### src/rtl/vdecoder.sv
// vdecoder: hard-decision Viterbi decoder for the 4-state rate-1/2 code
// (generators 111 / 110). Pairs serial symbols c0,c1, runs add-compare-select
// over the four states and keeps register-exchange survivors of depth TB.
module vdecoder #(
    parameter int unsigned TB = 15,
    parameter int unsigned MW = 4
) (
    input  logic clock,
    input  logic reset,
    input  logic in,
    input  logic in_valid,
    output logic out,
    output logic out_valid
);

    localparam int unsigned   CW    = $clog2(TB);
    localparam logic [MW-1:0] MMAX  = '1;
    localparam logic [CW-1:0] CLAST = CW'(TB - 1);

    typedef enum logic {PH_C0, PH_C1} phase_t;

    phase_t              phase, phase_nxt;
    logic                c0_q;
    logic                pair_edge;
    logic [CW-1:0]       paircnt;
    logic [3:0][MW-1:0]  metric, metric_nxt;
    logic [3:0][TB-1:0]  path, path_nxt;
    logic [1:0]          best;

    // Hamming distance between the received pair and the branch label for
    // source state s with information bit b.
    function automatic logic [1:0] branch(input logic [1:0] s, input logic b,
                                          input logic r0, input logic r1);
        logic e0;
        logic e1;
        e0 = b ^ s[1] ^ s[0];
        e1 = b ^ s[1];
        return {1'b0, e0 ^ r0} + {1'b0, e1 ^ r1};
    endfunction

    // Metric plus branch cost, clamped to the largest representable value.
    function automatic logic [MW-1:0] sat_add(input logic [MW-1:0] m, input logic [1:0] d);
        logic [MW:0] sum;
        sum = {1'b0, m} + {{(MW-1){1'b0}}, d};
        return (sum > {1'b0, MMAX}) ? MMAX : sum[MW-1:0];
    endfunction

    // Symbol phase: toggles on every accepted symbol; phase 1 completes a pair.
    always_comb begin
        phase_nxt = phase;
        if (in_valid) begin
            phase_nxt = (phase == PH_C0) ? PH_C1 : PH_C0;
        end
    end

    assign pair_edge = in_valid && (phase == PH_C1);

    // ACS for all four next states, then best-state pick and normalization.
    always_comb begin
        logic [1:0]         nsb;
        logic [1:0]         p0;
        logic [1:0]         p1;
        logic [MW-1:0]      cand0;
        logic [MW-1:0]      cand1;
        logic [MW-1:0]      mmin;
        logic [3:0][MW-1:0] acs_m;
        acs_m    = '0;
        path_nxt = '0;
        for (int unsigned ns = 0; ns < 4; ns++) begin
            nsb   = 2'(ns);
            p0    = {nsb[0], 1'b0};
            p1    = {nsb[0], 1'b1};
            cand0 = sat_add(metric[p0], branch(p0, nsb[1], c0_q, in));
            cand1 = sat_add(metric[p1], branch(p1, nsb[1], c0_q, in));
            // Ties resolve to the {a,0} predecessor.
            if (cand1 < cand0) begin
                acs_m[ns]    = cand1;
                path_nxt[ns] = {path[p1][TB-2:0], nsb[1]};
            end else begin
                acs_m[ns]    = cand0;
                path_nxt[ns] = {path[p0][TB-2:0], nsb[1]};
            end
        end
        best = '0;
        mmin = acs_m[0];
        for (int unsigned i = 1; i < 4; i++) begin
            if (acs_m[i] < mmin) begin
                mmin = acs_m[i];
                best = 2'(i);
            end
        end
        for (int unsigned i = 0; i < 4; i++) begin
            metric_nxt[i] = acs_m[i] - mmin;
        end
    end

    // State register: symbol pairing, metrics, survivors, pair count, output.
    always_ff @(posedge clock) begin
        if (!reset) begin
            phase     <= PH_C0;
            c0_q      <= 1'b0;
            metric    <= {MMAX, MMAX, MMAX, {MW{1'b0}}};
            path      <= '0;
            paircnt   <= '0;
            out       <= 1'b0;
            out_valid <= 1'b0;
        end else begin
            phase     <= phase_nxt;
            out_valid <= 1'b0;
            if (in_valid && (phase == PH_C0)) begin
                c0_q <= in;
            end
            if (pair_edge) begin
                metric <= metric_nxt;
                path   <= path_nxt;
                if (paircnt != CLAST) begin
                    paircnt <= paircnt + CW'(1);
                end else begin
                    out_valid <= 1'b1;
                    out       <= path_nxt[best][TB-1];
                end
            end
        end
    end

endmodule

### config.mk
export PLATFORM = sky130hd
export DESIGN_NAME = vdecoder
export DESIGN_NICKNAME = d
export VERILOG_FILES = /design/src/rtl/vdecoder.sv
export SDC_FILE = /design/constraint.sdc
export NUM_CORES = 1
export LEC_CHECK = 0
export CORE_ASPECT_RATIO = 0.9
export CORE_MARGIN = 2
export CORE_UTILIZATION = 61
export CTS_BUF_LIST = sky130_fd_sc_hd__clkbuf_16
export CTS_CLUSTER_SIZE = 40
export DETAILED_ROUTE_END_ITERATION = 8
export PLACE_DENSITY = 0.87
export SYNTH_ARGS = -nofsm -noshare
export SYNTH_HDL_FRONTEND = slang
export SYNTH_SLANG_ARGS = --single-unit
### constraint.sdc
create_clock -name clock -period 14.8 [get_ports clock]
set_input_delay 4.44 -clock clock [delete_from_list [all_inputs] [get_ports clock]]
set_output_delay 4.44 -clock clock [all_outputs]
set_load 0.01 [all_outputs]
==> results.toml <==
[run_status]
status = "finished, final reports clean"

[timing]
max_freq_mhz = 72.4
worstMarginPinSlew_ps = 1110
finalClockSkew_ps = 6.33
hold_viol_final = 0
tns_ps = 0
rsz0062_at_grt = "false"
drv_slew = 0
setup_viol_count_final = 0
hold_slack_ps = 472
maxSlewHeadroom_pct = 26.2
min_period_over_period_pct = 93.4
finalCriticalPeriod_ps = 13820

[placement]
io_buffers = 5
hpwlAfterDp_microns = 8890
gp_routability_congestion = 0.951

[critical_path]
crit_top_cell = "ha_1"
critPathMaxFanout = 14
cp.required_ps = 15020
r2r-end = "metric[3]"
reg2reg_slack_ps = 5240
max_stage_delay_ps = 730
reg2reg_depth = 38
criticalPathCategory = "input port to register"
worst_path_max_delay_cell = "o21ai_2"
end_kind = "register"
start_kind = "input port"
crit_start = "in"
arrival_ps = 14040
rr_startpoint = "c0_q"

[logic_synthesis]
avgSynthCellArea_sq_um = 8.69
synth.distinct_cells = 71
synth_cells = 653
synth_fp_nets = 722
ys_async_sr_fraction_pct = 0
syn-cell-area_sq_mm = 0.00567
synth_seq_cells = 75
synth_edf_count = 0
yosys_most_used_dff = "dfxtp_1"
synth_warnings = 0
synth-seq-area-share_pct = 26.5

[routing]
first_pass_iters = 4
vias = 4565
via_per_inst = 6.01
routedWlPerCell_microns = 16.3
drt_iter0_markers = 310
postRouteAntennaNets = 0
remaining_drc_errors = 0
drt_wl_total_microns = 12400

[cts]
clock-sinks = 75
cts_hold_buf = 0
worstSkewPairLatency_ps = 330
cts_setup_buffers = 0
cts_tree = "done"
cts-root-buf = "clkbuf_16"
cts_max_path_buffers = 2
h-tree-depth = 3
cts_buffers = 9
post_cts_resized = 0
clkSlewWorstSetupHoldPaths_ps = 60

[die]
start_util_pct = 62.5
io_pins = 6
die_w_microns = 106
core.rowCount = 33
core_sq_mm = 0.00908
die_area_sq_mm = 0.0101
die_h_microns = 95.5

[hold_path]
holdPathStages = 2
hp-class = "register to register"
min_to = "path[16]"
hold_path.startpoint = "path[16]"

[grt]
grt_pass1_vias = 4324
grt_max_degree = 104
grt_pass1_wl_microns = 20800
grt_usage_pct = 25.8
antenna_found_initial = 0
grt_overflow = 0

[layout]
multi_input_area_sq_mm = 0.00388
final-seq-area_sq_mm = 0.00150
antenna_cells = 0
drive_above_1_share_pct = 7.52
syn_to_final_growth_pct = 6.28
nets = 703
fillers = 701

[flow_run]
maxCapViolCount = 0
[per-layer routing]
layer  track usage [%]  vias to the layer above  part of all wire [%]
li1                  -                     2286                     -
met1              35.1                     2156                    48
met2              41.5                      105                    45
met3              4.72                       18                   4.6
met4              8.66                        0                   1.7
met5                 0                        -                     0
[placed cells by master, fill, tap and decap left out, drive strengths merged, types with 3 or more instances in the layout]
cell type	Yosys	layout
nand2	97	97
dfxtp	75	75
ha	61	61
mux2i	56	56
o211a	48	48
a21oi	34	34
inv	33	34
nor2	30	30
o21ai	30	30
and2	13	13
a21o	12	12
xnor2	11	11
xor2	11	11
nand3	11	11
o211ai	10	10
nor2b	9	9
clkbuf	24	9
nand2b	7	7
a21boi	7	7
mux2	4	4
o21a	4	4
o21bai	4	4
fa	4	4
clkdlybuf4s50	0	4
and3	4	4
nor3	4	4
a31oi	4	4
or3	3	3
buf	13	3
[state kept, by name (all words and copies together), names as in the netlist]
register,cells
out,1
paircnt,4
c0_q,1
out_valid,1
metric,16
path,51
phase,1
[metrics by stage]
stage          setup WS, ps  util [%]  cell area, sq um  cells
3_3_place_gp           1460      62.9              5720    745
6_report                982      66.4              6030    760
5_1_grt                 261      66.4              6030    760
4_1_cts                1130      66.4              6030    760
2_1_floorplan          3050         -              5670    653
3_5_place_dp            911      62.9              5720    745
[synthesized netlist by cell type, types with 3 or more instances]
master | number | share of area (%)
nand2_1 | 97 | 6.4
dfxtp_1 | 75 | 26
ha_1 | 61 | 13
mux2i_1 | 56 | 9.9
o211a_1 | 48 | 8.5
a21oi_1 | 33 | 2.9
inv_1 | 32 | 2.1
nor2_1 | 30 | 2.0
o21ai_0 | 27 | 2.4
clkbuf_1 | 23 | 1.5
and2_1 | 12 | 1.3
a21o_1 | 11 | 1.5
xnor2_1 | 11 | 1.7
xor2_1 | 11 | 1.7
o211ai_1 | 10 | 1.3
nand3_1 | 9 | 0.79
nor2b_1 | 9 | 0.99
buf_2 | 7 | 0.62
nand2b_1 | 7 | 0.77
a21boi_0 | 6 | 0.79
fa_1 | 4 | 1.4
mux2_2 | 4 | 0.79
o21a_1 | 4 | 0.53
o21bai_1 | 4 | 0.53
and3_1 | 3 | 0.33
nor3_1 | 3 | 0.26
[final cells by class]
class | instances | share of cell area, %
Multi-Input combinational cell | 508 | 64.3
Sequential cell | 75 | 24.9
Clock buffer | 9 | 3.73
Tap cell | 122 | 2.53
Inverter | 33 | 2.05
Clock inverter | 6 | 1.47
Timing Repair Buffer | 7 | 0.996
[critical path, delay by kind of cell]
| kind | cells | cell delay (ps) |
|---|---|---|
| adder cells (fa/ha/maj) | 8 | 2270 |
| AND/OR/NAND/NOR | 8 | 2200 |
| AO/OA/AOI/OAI | 15 | 3470 |
| multiplexers | 1 | 480 |
| buffers and inverters | 6 | 1060 |
| XOR/XNOR | 1 | 130 |
[worst max-delay path by stage]
stage | to | slack, ps
detailed placement | metric[3] | 910
global placement | metric[3] | 1460
CTS | metric[3] | 1130
finish | metric[3] | 980
floorplan | metric[3] | 3050
global route | metric[3] | 260
[kinds of logic after synthesis]
family | synth area share, %
AOI/OAI and AO/OA | 24.1
buffers and inverters | 5.20
adders and majority gates | 15.1
xor gates and xnor gates | 3.40
muxes | 10.7
DFF | 26.5
and+or+nand+nor | 15.1
Power is not shown: default switching activity piles up to over one toggle a cycle in this logic, so the estimate is an artifact.
